$ cat src/rtl/theta_gen_pkg.sv
// Shared constants for the phase-angle generator: Q4.28 phase format,
// wrap constants and IEEE-754 single-precision field layout.
package theta_gen_pkg;

    localparam int unsigned PHASE_W = 32;
    localparam int unsigned FRAC_W  = 28;

    localparam logic [PHASE_W-1:0] PI_FX     = 32'h3243F6A9;
    localparam logic [PHASE_W-1:0] TWO_PI_FX = 32'h6487ED52;

    localparam int unsigned EXP_BIAS   = 127;
    localparam int unsigned SGL_SIGN_W = 1;
    localparam int unsigned SGL_EXP_W  = 8;
    localparam int unsigned SGL_MANT_W = 23;
    localparam int unsigned SGL_W      = SGL_SIGN_W + SGL_EXP_W + SGL_MANT_W;

    // A wrapped phase is in [-pi, pi), so its magnitude always fits in 30 bits.
    localparam int unsigned MAG_W = 30;
    localparam int unsigned POS_W = 5;

    // Priority encoder: index of the most significant set bit (0 when mag is 0).
    function automatic logic [POS_W-1:0] lead_one(input logic [MAG_W-1:0] mag);
        logic [POS_W-1:0] pos;
        pos = '0;
        for (int i = 0; i < MAG_W; i++) begin
            if (mag[i]) pos = POS_W'(i);
        end
        return pos;
    endfunction

endpackage

$ cat src/rtl/theta_gen_if.sv
// Bundle of the step/load controls and angle outputs of theta_gen.
interface theta_gen_if;
    import theta_gen_pkg::*;

    logic               sta;
    logic               init;
    logic [PHASE_W-1:0] theta0;
    logic [PHASE_W-1:0] omega_dt;
    logic [PHASE_W-1:0] theta_fx;
    logic [SGL_W-1:0]   theta;
    logic               done_sig;
    logic               busy;

    modport master (
        output sta, init, theta0, omega_dt,
        input  theta_fx, theta, done_sig, busy
    );

    modport slave (
        input  sta, init, theta0, omega_dt,
        output theta_fx, theta, done_sig, busy
    );

endinterface

$ cat src/rtl/theta_gen_fx2float.sv
// Three-stage Q4.28 to IEEE-754 single converter (truncating), valid in/out.
module fx2float
    import theta_gen_pkg::*;
(
    input  logic               clk,
    input  logic               rst,
    input  logic               i_valid,
    input  logic [PHASE_W-1:0] i_phase,
    output logic               o_valid,
    output logic [SGL_W-1:0]   o_theta,
    output logic               o_busy
);

    logic [PHASE_W-1:0]    w_abs;
    logic [MAG_W-1:0]      w_norm;

    logic                  r_v2, r_sign2, r_zero2;
    logic [MAG_W-1:0]      r_mag2;
    logic [POS_W-1:0]      r_pos2;

    logic                  r_v3, r_sign3, r_zero3;
    logic [SGL_EXP_W-1:0]  r_exp3;
    logic [SGL_MANT_W-1:0] r_mant3;

    logic                  r_v4;
    logic [SGL_W-1:0]      r_theta4;

    assign w_abs = i_phase[PHASE_W-1] ? (~i_phase + 32'd1) : i_phase;

    // Leading one moved to the top bit; bits below it become the mantissa.
    assign w_norm = r_mag2 << (POS_W'(MAG_W - 1) - r_pos2);

    // Stage 2: sign, magnitude, leading-one position and zero flag.
    always_ff @(posedge clk or negedge rst) begin
        if (!rst) begin
            r_v2    <= 1'b0;
            r_sign2 <= 1'b0;
            r_zero2 <= 1'b0;
            r_mag2  <= '0;
            r_pos2  <= '0;
        end else begin
            r_v2 <= i_valid;
            if (i_valid) begin
                r_sign2 <= i_phase[PHASE_W-1];
                r_mag2  <= w_abs[MAG_W-1:0];
                r_pos2  <= lead_one(w_abs[MAG_W-1:0]);
                r_zero2 <= (w_abs[MAG_W-1:0] == '0);
            end
        end
    end

    // Stage 3: biased exponent and left-aligned, truncated mantissa.
    always_ff @(posedge clk or negedge rst) begin
        if (!rst) begin
            r_v3    <= 1'b0;
            r_sign3 <= 1'b0;
            r_zero3 <= 1'b0;
            r_exp3  <= '0;
            r_mant3 <= '0;
        end else begin
            r_v3 <= r_v2;
            if (r_v2) begin
                r_sign3 <= r_sign2;
                r_zero3 <= r_zero2;
                r_exp3  <= SGL_EXP_W'(EXP_BIAS - FRAC_W + 32'(r_pos2));
                r_mant3 <= w_norm[MAG_W-2 -: SGL_MANT_W];
            end
        end
    end

    // Stage 4: pack; zero is always +0. Output holds between valid samples.
    always_ff @(posedge clk or negedge rst) begin
        if (!rst) begin
            r_v4     <= 1'b0;
            r_theta4 <= '0;
        end else begin
            r_v4 <= r_v3;
            if (r_v3) begin
                r_theta4 <= r_zero3 ? '0 : {r_sign3, r_exp3, r_mant3};
            end
        end
    end

    assign o_valid = r_v4;
    assign o_theta = r_theta4;
    assign o_busy  = r_v2 | r_v3;

endmodule

$ cat src/rtl/theta_gen.sv
// Rotor phase accumulator with [-pi, pi) wrap, feeding a float converter.
module theta_gen
    import theta_gen_pkg::*;
(
    input  logic        clk,
    input  logic        rst,
    theta_gen_if.slave  bus
);

    localparam logic signed [PHASE_W+1:0] PI_EXT     = $signed({2'b00, PI_FX});
    localparam logic signed [PHASE_W+1:0] NEG_PI_EXT = -PI_EXT;

    logic                      r_v1;
    logic [PHASE_W-1:0]        r_phase;
    logic signed [PHASE_W+1:0] w_sum;
    logic [PHASE_W-1:0]        w_phase_nxt;
    logic                      w_v1_nxt;
    logic                      w_conv_busy;

    // Two guard bits so the sum cannot overflow before the wrap compare.
    assign w_sum = $signed({{2{r_phase[PHASE_W-1]}}, r_phase})
                 + $signed({{2{bus.omega_dt[PHASE_W-1]}}, bus.omega_dt});

    // Next phase: init load has priority over a step; wrap into [-pi, pi).
    always_comb begin
        w_phase_nxt = r_phase;
        w_v1_nxt    = 1'b0;
        if (bus.init) begin
            w_phase_nxt = bus.theta0;
            w_v1_nxt    = 1'b1;
        end else if (bus.sta) begin
            w_v1_nxt = 1'b1;
            if (w_sum >= PI_EXT) begin
                w_phase_nxt = w_sum[PHASE_W-1:0] - TWO_PI_FX;
            end else if (w_sum < NEG_PI_EXT) begin
                w_phase_nxt = w_sum[PHASE_W-1:0] + TWO_PI_FX;
            end else begin
                w_phase_nxt = w_sum[PHASE_W-1:0];
            end
        end
    end

    // Stage 1 phase register and sample-valid bit.
    always_ff @(posedge clk or negedge rst) begin
        if (!rst) begin
            r_phase <= '0;
            r_v1    <= 1'b0;
        end else begin
            r_phase <= w_phase_nxt;
            r_v1    <= w_v1_nxt;
        end
    end

    fx2float u_fx2float (
        .clk     (clk),
        .rst     (rst),
        .i_valid (r_v1),
        .i_phase (r_phase),
        .o_valid (bus.done_sig),
        .o_theta (bus.theta),
        .o_busy  (w_conv_busy)
    );

    assign bus.theta_fx = r_phase;
    assign bus.busy     = r_v1 | w_conv_busy;

endmodule
$ cat src/flat_wrapper.sv
// flat-port wrapper written by rule: the top's interface ports become plain ports
module theta_gen_flat import theta_gen_pkg::*;
  (clk, rst, bus_sta, bus_init, bus_theta0, bus_omega_dt, bus_theta_fx, bus_theta, bus_done_sig, bus_busy);
  theta_gen_if bus_i ();
  input  logic clk;
  input  logic rst;
  input wire logic [$bits(bus_i.sta)-1:0] bus_sta;
  input wire logic [$bits(bus_i.init)-1:0] bus_init;
  input wire logic [$bits(bus_i.theta0)-1:0] bus_theta0;
  input wire logic [$bits(bus_i.omega_dt)-1:0] bus_omega_dt;
  output wire logic [$bits(bus_i.theta_fx)-1:0] bus_theta_fx;
  output wire logic [$bits(bus_i.theta)-1:0] bus_theta;
  output wire logic [$bits(bus_i.done_sig)-1:0] bus_done_sig;
  output wire logic [$bits(bus_i.busy)-1:0] bus_busy;
  assign bus_i.sta = bus_sta;
  assign bus_i.init = bus_init;
  assign bus_i.theta0 = bus_theta0;
  assign bus_i.omega_dt = bus_omega_dt;
  assign bus_theta_fx = bus_i.theta_fx;
  assign bus_theta = bus_i.theta;
  assign bus_done_sig = bus_i.done_sig;
  assign bus_busy = bus_i.busy;
  theta_gen u_core (.clk(clk), .rst(rst), .bus(bus_i));
endmodule
$ cat config.mk
export PLATFORM = sky130hd
export DESIGN_NAME = theta_gen_flat
export DESIGN_NICKNAME = d
export VERILOG_FILES = /design/src/rtl/theta_gen_pkg.sv /design/src/rtl/theta_gen_if.sv /design/src/rtl/theta_gen_fx2float.sv /design/src/rtl/theta_gen.sv /design/src/flat_wrapper.sv
export SDC_FILE = /design/constraint.sdc
export NUM_CORES = 1
export LEC_CHECK = 0
export CAP_MARGIN = 20
export CORE_MARGIN = 5
export CORE_UTILIZATION = 45
export CTS_BUF_LIST = sky130_fd_sc_hd__clkbuf_16
export CTS_CLUSTER_DIAMETER = 120
export DETAILED_ROUTE_END_ITERATION = 16
export MAX_ROUTING_LAYER = met4
export PLACE_DENSITY = 0.71
export SETUP_SLACK_MARGIN = 0.05
export SYNTH_ARGS = -nofsm -noshare
export SYNTH_HDL_FRONTEND = slang
export SYNTH_SLANG_ARGS = --single-unit
$ cat constraint.sdc
create_clock -name clk -period 6.36 [get_ports clk]
set_input_delay 0.954 -clock clk [delete_from_list [all_inputs] [get_ports clk]]
set_output_delay 0.954 -clock clk [all_outputs]
set_load 0.05 [all_outputs]
==> qor.tcl, run 1 <==
set qor(fin_worst_skew_ns) 0.0105
set qor(timing.critical_path.arrival_ns) 5.62
set qor(detailed_place_hpwl_mm) 26.6
set qor(mostFrequentLayoutCells) {135 x dfrtp_1, 131 x clkdlybuf4s50_1, 130 x a21oi_1}
set qor(synth_largest_type_area_fraction_pct) 29.3
set qor(drt_pass1_iterations) 5
set qor(antenna_found_initial) 0
set qor(async_reset_ff_share_pct) 100
set qor(synth_edf_count) 0
set qor(register_area_share_after_synthesis_pct) 29.3
set qor(dr_total_vias) 11000
set qor(max_freq_mhz) 187
set qor(cp_data_required_time_ns) 6.64
set qor(outcome) {finished, final reports clean}
set qor(critical_path.reg2reg.startpoint) {u_core.bus.theta_fx[0]}
set qor(drcViolationCount) 0
set qor(design.die.area_um2) 29300
set qor(period_share_pct) 84.0
set qor(setup_total_negative_slack_ns) 0
set qor(holdBufCountCts) 0
set qor(worstSetupEndpointType) {flop}
set qor(yosys_warnings) 0
set qor(synth-main-ff-cell) {dfrtp_1}
set qor(route.detailed.wl_per_inst_um) 18.5
set qor(worstHoldEndpoint) {u_core.u_fx2float.r_zero3}
set qor(globalRouteTotalUtil_pct) 24.1
set qor(netlist_area_um2) 11700
set qor(timing.critical_path.slowest_cell_delay_ns) 0.68
set qor(syn_avg_cell_area_um2) 8.17
set qor(num_io_pins) 134
set qor(worst_slew_pin_slew_ns) 0.909
set qor(worstSetupPathType) {in2reg}
set qor(family_with_the_most_delay_on_the_worst_path) {compound AO/OA/AOI/OAI gates}
set qor(placement_rows) 59
set qor(grt_overflow) 0
set qor(cp.buffers_inverters) 1
set qor(cell_accounting_for_the_most_synthesized_area) {dfrtp_1}
set qor(drive_gt1_share_pct) 8.21
set qor(grt_start_max_net_pins) 94
set qor(worstPathCellList) {clkdlybuf4s50_1 -> ha_1 -> fa_1 -> a211oi_2 -> o21ai_1 -> o2111a_1 -> o21ai_0 -> nand2_1 -> nor4_2 -> a31o_1 -> o311a_1 -> or2_1 -> a22oi_1 -> mux2i_1 -> o311ai_1}
set qor(die_width_um) 171
set qor(ctsRootBufferMaster) {clkbuf_16}
set qor(ys_seq_elements) 137
set qor(wire_length_of_the_first_global_routing_pass_mm) 55.3
set qor(holdCritStartpoint) {u_core.u_fx2float.r_zero2}
set qor(path_max_fanout) 21
set qor(worst_hold_slack_ns) 0.506
set qor(port-buffer-count) 133
set qor(cts-resized-gates) 0
set qor(drt_wl_total_mm) 34.4
set qor(cts.reportedPaths.clkPinSlew_ns) 0.06
set qor(grt_pass1_vias) 10600
set qor(syn_to_final_growth_pct) 17.5
set qor(r2r-end) {u_core.bus.theta_fx[28]}
set qor(antenna_cells) 0
set qor(detail_route.iter0.violations) 784
set qor(synth_cell_type_count) 95
set qor(setup_violations) 0
set qor(min_delay_path_depth) 1
set qor(layout.cells.most_common) {dfrtp_1}
set qor(tritoncts) {done}
set qor(fin_util_pct) 53.2
set qor(finalMaxSlewViolations) 0
set qor(regToRegSetupSlack_ns) 1.40
set qor(hp-class) {reg2reg}
set qor(synth.net_count) 1540
set qor(rsz0062_at_grt) {false}
set qor(tritoncts_num_sinks) 137
set qor(cts-root-to-sink-buffers) 2
set qor(postCtsSetupRepairBufs) 0
set qor(finish.cell_count_without_fillers) 1858
set qor(cts_inserted_buffers) 17
set qor(floorplan.initialDensity_pct) 45.3
set qor(core-area_um2) 25800
set qor(drt-vias-per-instance) 5.94
set qor(cp_slowest_cell) {or2_1}
set qor(finalWorstPathRequiredPeriod_ns) 5.34
set qor(fp.dieH_um) 171
set qor(max_cap_violations) 0
set qor(drt_antenna_net_count) 0
set qor(reg2reg_depth) 14
set qor(gp_congestion) 0.941
set qor(clock_latency_late_sink_ns) 0.43
set qor(cts.htree.levels) 4
set qor(max_slew_headroom_pct) 39.4
set qor(post_synth_main_area_contributors) {dfrtp_1 29%, a21oi_1 5.6%, ha_1 4.3%}
set qor(final-hold-violation-count) 0
set qor(startpoint_type) {input port}
set qor(dp.cells) 1826
set qor(netlist_instances) 1431
set qor(layout.nets) 1619
## cells in the mapped netlist, types with 13 or more instances
library cell	number
xnor2_1	35
nand3_1	45
nand3b_1	35
mux4_2	19
clkbuf_1	66
a31oi_1	18
dfrtp_1	137
ha_1	40
and2_1	15
inv_1	68
a21o_1	15
o22ai_1	15
o21ai_0	95
nor3b_1	24
xor2_1	30
nand2b_1	19
a211oi_1	13
nor3_1	29
mux2i_1	34
nand2_1	126
o21ai_1	21
a21oi_1	130
nor2_1	117
nor2b_1	13
o211ai_1	18
## flip-flops by register name, indices dropped and copies added, names as in the netlist
name	cells
u_core.u_fx2float.r_zero3	1
u_core.r_v1	1
u_core.u_fx2float.r_exp3	8
u_core.u_fx2float.o_theta	32
u_core.u_fx2float.r_sign3	1
u_core.u_fx2float.o_valid	1
u_core.bus.theta_fx	32
u_core.u_fx2float.r_zero2	1
u_core.u_fx2float.r_mant3	23
u_core.u_fx2float.r_pos2	5
u_core.u_fx2float.r_v3	1
u_core.u_fx2float.r_v2	1
u_core.u_fx2float.r_sign2	1
u_core.u_fx2float.r_mag2	29
## stage by stage
step           instance area, um2  setup WS (ns)
3_3_place_gp                13200          0.735
3_5_place_dp                13200          0.662
4_1_cts                     13700           1.08
5_1_grt                     13700          0.686
6_report                    13700           1.02
2_1_floorplan               11700           1.93
## worst max-delay path by stage
stage | slack [ns] | endpoint | startpoint | cells after the start
5_1_grt | 0.69 | u_core.bus.theta_fx[28] | bus_omega_dt[0] | 15
4_1_cts | 1.08 | u_core.bus.theta_fx[28] | bus_omega_dt[0] | 15
3_3_place_gp | 0.74 | u_core.bus.theta_fx[28] | bus_omega_dt[0] | 15
2_1_floorplan | 1.93 | u_core.bus.theta_fx[15] | bus_omega_dt[0] | 15
3_5_place_dp | 0.66 | u_core.bus.theta_fx[28] | bus_omega_dt[0] | 15
6_report | 1.02 | u_core.bus.theta_fx[28] | bus_omega_dt[0] | 15
## cell type report
cell class | count | area [um2]
tap | 335 | 419
fill | 2471 | 12100
timing repair buffer | 153 | 1480
clock buffer | 17 | 425
multi-input combinational | 1130 | 7610
clock inverter | 15 | 115
inverter | 71 | 267
sequential | 137 | 3430
## metal layers
| layer | wire (um) | global-route usage (%) |
|---|---|---|
| met3 | 1270 | 2.96 |
| met2 | 16800 | 40.1 |
| met5 | 0 | - |
| met1 | 15400 | 30.9 |
| met4 | 897 | 7.30 |
## logic make-up (layout without fill, tap and decap cells)
family                     count (synthesis)  count (layout)  share of synthesized area [%]
adders and majority gates                 41              41                           4.45
DFF                                      137             137                           29.3
xor gates and xnor gates                  66              66                           5.01
and+or+nand+nor                          486             486                           21.0
buffers and inverters                    164             256                           5.75
AOI/OAI and AO/OA                        471             471                           26.7
muxes                                     66              66                           7.82
Power of run 1 is left out: the tool's default activity adds up to more than one toggle a clock period on the data nets, which glitch-free logic cannot reach.
==> run 2: changes to the inputs <==
clock period = 5.39 ns   (was 6.36 ns; I/O delays follow)
==> qor.tcl, run 2 (synthesized netlist as in run 1, its figures left out) <==
set qor(outcome) {finished, final reports clean}
set qor(drt_wl_total_mm) 36.5
set qor(cts.reportedPaths.clkPinSlew_ns) 0.07
set qor(holdBufCountCts) 0
set qor(syn_to_final_growth_pct) 21.1
set qor(detailed_place_hpwl_mm) 28.6
set qor(clock_latency_late_sink_ns) 0.44
set qor(tritoncts_num_sinks) 137
set qor(wire_length_of_the_first_global_routing_pass_mm) 58.2
set qor(core-area_um2) 25800
set qor(worstSetupEndpointType) {flop}
set qor(drcViolationCount) 0
set qor(hp-class) {in2async}
set qor(grt_overflow) 0
set qor(regToRegSetupSlack_ns) 0.81
set qor(grt_pass1_vias) 11000
set qor(placement_rows) 59
set qor(max_freq_mhz) 207
set qor(timing.critical_path.arrival_ns) 5.11
set qor(globalRouteTotalUtil_pct) 25.6
set qor(ctsRootBufferMaster) {clkbuf_16}
set qor(worst_slew_pin_slew_ns) 0.914
set qor(startpoint_type) {input port}
set qor(drive_gt1_share_pct) 11.4
set qor(worstSetupPathType) {in2reg}
set qor(layout.nets) 1671
set qor(cts_inserted_buffers) 17
set qor(layout.cells.most_common) {dfrtp_1}
set qor(antenna_found_initial) 0
set qor(floorplan.initialDensity_pct) 45.3
set qor(cts.htree.levels) 4
set qor(dr_total_vias) 11400
set qor(cts-resized-gates) 0
set qor(num_io_pins) 134
set qor(postCtsSetupRepairBufs) 0
set qor(setup_violations) 0
set qor(gp_congestion) 0.931
set qor(grt_start_max_net_pins) 90
set qor(finalMaxSlewViolations) 0
set qor(fillCellCount) 2458
set qor(drt_pass1_iterations) 5
set qor(cp_data_required_time_ns) 5.68
set qor(die_width_um) 171
set qor(route.detailed.wl_per_inst_um) 19.1
set qor(final-hold-violation-count) 0
set qor(mostFrequentLayoutCells) {135 x dfrtp_1, 131 x clkdlybuf4s50_1, 130 x a21oi_1}
set qor(cts-root-to-sink-buffers) 2
set qor(setup_total_negative_slack_ns) 0
set qor(period_share_pct) 89.4
set qor(design.die.area_um2) 29300
set qor(max_slew_headroom_pct) 39.0
set qor(fp.dieH_um) 171
set qor(drt_antenna_net_count) 0
set qor(detail_route.iter0.violations) 797
set qor(reg2reg_depth) 16
set qor(fin_util_pct) 54.8
set qor(drt-vias-per-instance) 5.95
set qor(path_max_fanout) 21
set qor(tritoncts) {done}
set qor(rsz0062_at_grt) {false}
set qor(max_cap_violations) 0
set qor(antenna_cells) 0
set qor(port-buffer-count) 133
set qor(fin_worst_skew_ns) 0.0153
set qor(finalWorstPathRequiredPeriod_ns) 4.82
run 2: cell types whose count changed in the layout (fill, tap and decap cells not counted):
cell,before,now
inv_8,1,3
buf_4,20,71
buf_12,0,1
clkinv_1,4,1
clkinv_2,0,1
run 2: final cells by class:
cell class,count,area [um2],area share [%]
clock buffer,17,425,3.00
clock inverter,15,131,0.928
inverter,71,267,1.88
multi-input combinational,1130,7610,53.7
sequential,137,3430,24.2
tap,335,419,2.96
timing repair buffer,205,1880,13.3
run 2: metal layers:
layer	share of wire [%]	global-route usage (%)
met5	0	-
met4	2.8	8.20
met3	4.7	2.80
met2	48	41.5
met1	45	33.9
run 2: metrics by stage:
stage          area (um2)  std cells  hold slack (ns)  setup WS (ns)
2_1_floorplan       11700       1431            0.352           1.10
3_3_place_gp        13600       1878            0.477          0.286
6_report            14200       1910            0.437          0.570
5_1_grt             14200       1910            0.516          0.404
4_1_cts             14200       1910            0.467          0.595
3_5_place_dp        13600       1878            0.480          0.154
run 2: path summary, 6_finish.rpt:
path,from,to
hold / removal,rst,u_core.u_fx2float.o_theta[7]
setup reg to reg,u_core.bus.theta_fx[0],u_core.bus.theta_fx[16]
hold reg to reg,u_core.u_fx2float.r_exp3[5],u_core.u_fx2float.r_exp3[5]
min in group clk,u_core.u_fx2float.r_exp3[5],u_core.u_fx2float.r_exp3[5]
max in group asynchronous,rst,u_core.u_fx2float.r_mag2[26]
setup / recovery,bus_omega_dt[0],u_core.bus.theta_fx[16]
run 2: worst max-delay path, stage by stage:
cell,delay (ns)
clkdlybuf4s50_1,0.41
ha_1,0.24
fa_1,0.44
a211oi_2,0.29
o21ai_1,0.23
o21ai_0,0.22
buf_4,0.16
a21o_1,0.22
a211oi_1,0.11
a211oi_1,0.57
and2_1,0.29
a21oi_1,0.10
or2_1,0.25
buf_12,0.17
a32oi_1,0.23
mux2i_1,0.24
o311ai_1,0.13
Power of run 2 is left out for the same reason.
==> run 3: changes to the inputs <==
CORE_UTILIZATION = 40   (was 45)
PLACE_DENSITY = 0.65   (was 0.71)
==> qor.tcl, run 3 (synthesized netlist as in run 1, its figures left out) <==
set qor(antenna_found_initial) 0
set qor(drcViolationCount) 0
set qor(max_freq_mhz) 211
set qor(final-seq-area_um2) 3430
set qor(placement_rows) 62
set qor(mostFrequentLayoutCells) {135 x dfrtp_1, 131 x clkdlybuf4s50_1, 130 x a21oi_1}
set qor(setup_total_negative_slack_ns) 0
set qor(worstSetupEndpointType) {flop}
set qor(floorplan.initialDensity_pct) 40.6
set qor(drt_antenna_net_count) 0
set qor(detail_route.iter0.violations) 802
set qor(layout.cells.most_common) {dfrtp_1}
set qor(num_io_pins) 134
set qor(tritoncts) {done}
set qor(drt-vias-per-instance) 5.74
set qor(core-area_um2) 28800
set qor(timing.critical_path.arrival_ns) 5.09
set qor(regToRegSetupSlack_ns) 0.88
set qor(route.detailed.wl_per_inst_um) 18.9
set qor(finalMaxSlewViolations) 0
set qor(dr_total_vias) 11300
set qor(clock_latency_late_sink_ns) 0.43
set qor(detailed_place_hpwl_mm) 29.3
set qor(max_cap_violations) 0
set qor(critical_path.reg2reg.startpoint) {u_core.bus.theta_fx[0]}
set qor(holdBufCountCts) 0
set qor(rsz0062_at_grt) {false}
set qor(setup_violations) 0
set qor(hp-class) {in2async}
set qor(ctsRootBufferMaster) {clkbuf_16}
set qor(period_share_pct) 87.9
set qor(syn_to_final_growth_pct) 22.0
set qor(drt_wl_total_mm) 37.0
set qor(finalWorstPathRequiredPeriod_ns) 4.74
set qor(reg2reg_depth) 15
set qor(drt_pass1_iterations) 5
set qor(cts-resized-gates) 0
set qor(die_width_um) 181
set qor(fin_worst_skew_ns) 0.0117
set qor(grt_start_max_net_pins) 90
set qor(r2r-end) {u_core.bus.theta_fx[20]}
set qor(startpoint_type) {input port}
set qor(globalRouteTotalUtil_pct) 23.0
set qor(worstPathCellList) {clkdlybuf4s50_1 -> ha_1 -> fa_1 -> a211oi_2 -> o21ai_1 -> o2111ai_1 -> a31oi_1 -> o311ai_0 -> nor2_1 -> o41ai_2 -> o211a_2 -> buf_4 -> o21a_2 -> a32oi_1 -> or3_1 -> nand3_1}
set qor(postCtsSetupRepairBufs) 0
set qor(grt_pass1_vias) 11000
set qor(gp_congestion) 0.928
set qor(multi_input_comb_area_um2) 7600
set qor(max_slew_headroom_pct) 38.9
set qor(cts.htree.levels) 4
set qor(final-hold-violation-count) 0
set qor(cts.reportedPaths.clkPinSlew_ns) 0.06
set qor(timing.critical_path.slowest_cell_delay_ns) 0.64
set qor(path_max_fanout) 15
set qor(postLayoutSetupSlackWorst_ns) 0.654
set qor(tritoncts_num_sinks) 137
set qor(grt_overflow) 0
set qor(design.die.area_um2) 32800
set qor(port-buffer-count) 133
set qor(fp.dieH_um) 181
set qor(wire_length_of_the_first_global_routing_pass_mm) 59.6
set qor(fillCellCount) 2883
set qor(cts_inserted_buffers) 17
set qor(worst_slew_pin_slew_ns) 0.917
set qor(detailedPlace.worstSlack_ns) 0.223
set qor(outcome) {finished, final reports clean}
set qor(layout.nets) 1670
set qor(cp_slowest_cell) {o311ai_0}
set qor(cts-root-to-sink-buffers) 2
set qor(worstSetupPathType) {in2reg}
set qor(drive_gt1_share_pct) 11.2
set qor(cp_data_required_time_ns) 5.74
[run 3: worst max-delay path, delay by kind of cell]
| kind | cells | cell delay (ns) |
|---|---|---|
| AO/OA/AOI/OAI | 9 | 2.49 |
| adder cells (fa/ha/maj) | 2 | 0.66 |
| AND/OR/NAND/NOR | 3 | 0.58 |
| buffers and inverters | 2 | 0.54 |
[run 3: worst max path at each step]
stage	from	endpoint	slack [ns]	depth (start not counted)
2_1_floorplan	bus_omega_dt[0]	u_core.bus.theta_fx[15]	1.10	15
3_3_place_gp	bus_omega_dt[0]	u_core.bus.theta_fx[30]	0.28	15
3_5_place_dp	bus_omega_dt[0]	u_core.bus.theta_fx[30]	0.22	15
4_1_cts	bus_omega_dt[0]	u_core.bus.theta_fx[30]	0.68	15
5_1_grt	bus_omega_dt[0]	u_core.bus.theta_fx[20]	0.30	16
6_report	bus_omega_dt[0]	u_core.bus.theta_fx[20]	0.65	16
[run 3: metrics by stage]
step	utilization [%]	hold WS [ns]	instances	area, um2
after floorplan	-	0.352	1431	11700
after global routing	49.5	0.508	1958	14300
after global placement	47.4	0.478	1925	13700
after CTS	49.5	0.483	1957	14200
final	49.6	0.411	1960	14300
after detailed placement	47.4	0.491	1925	13700
[run 3: layout make-up]
type	instances	share of cell area, %
timing repair buffer	204	13.2
multi-input combinational	1130	53.3
sequential	137	24.1
tap	384	3.37
antenna	2	0.0351
clock inverter	15	1.16
inverter	71	1.87
clock buffer	17	2.98
[run 3: per-layer routing]
metal	wire (um)	vias up	share of wire, %	track usage (%)
li1	-	5553	-	-
met1	16900	5354	46	30.7
met2	17600	295	47	37.6
met3	1730	56	4.7	2.63
met4	796	0	2.1	5.55
met5	0	-	0	-
Power of run 3 is left out for the same reason.
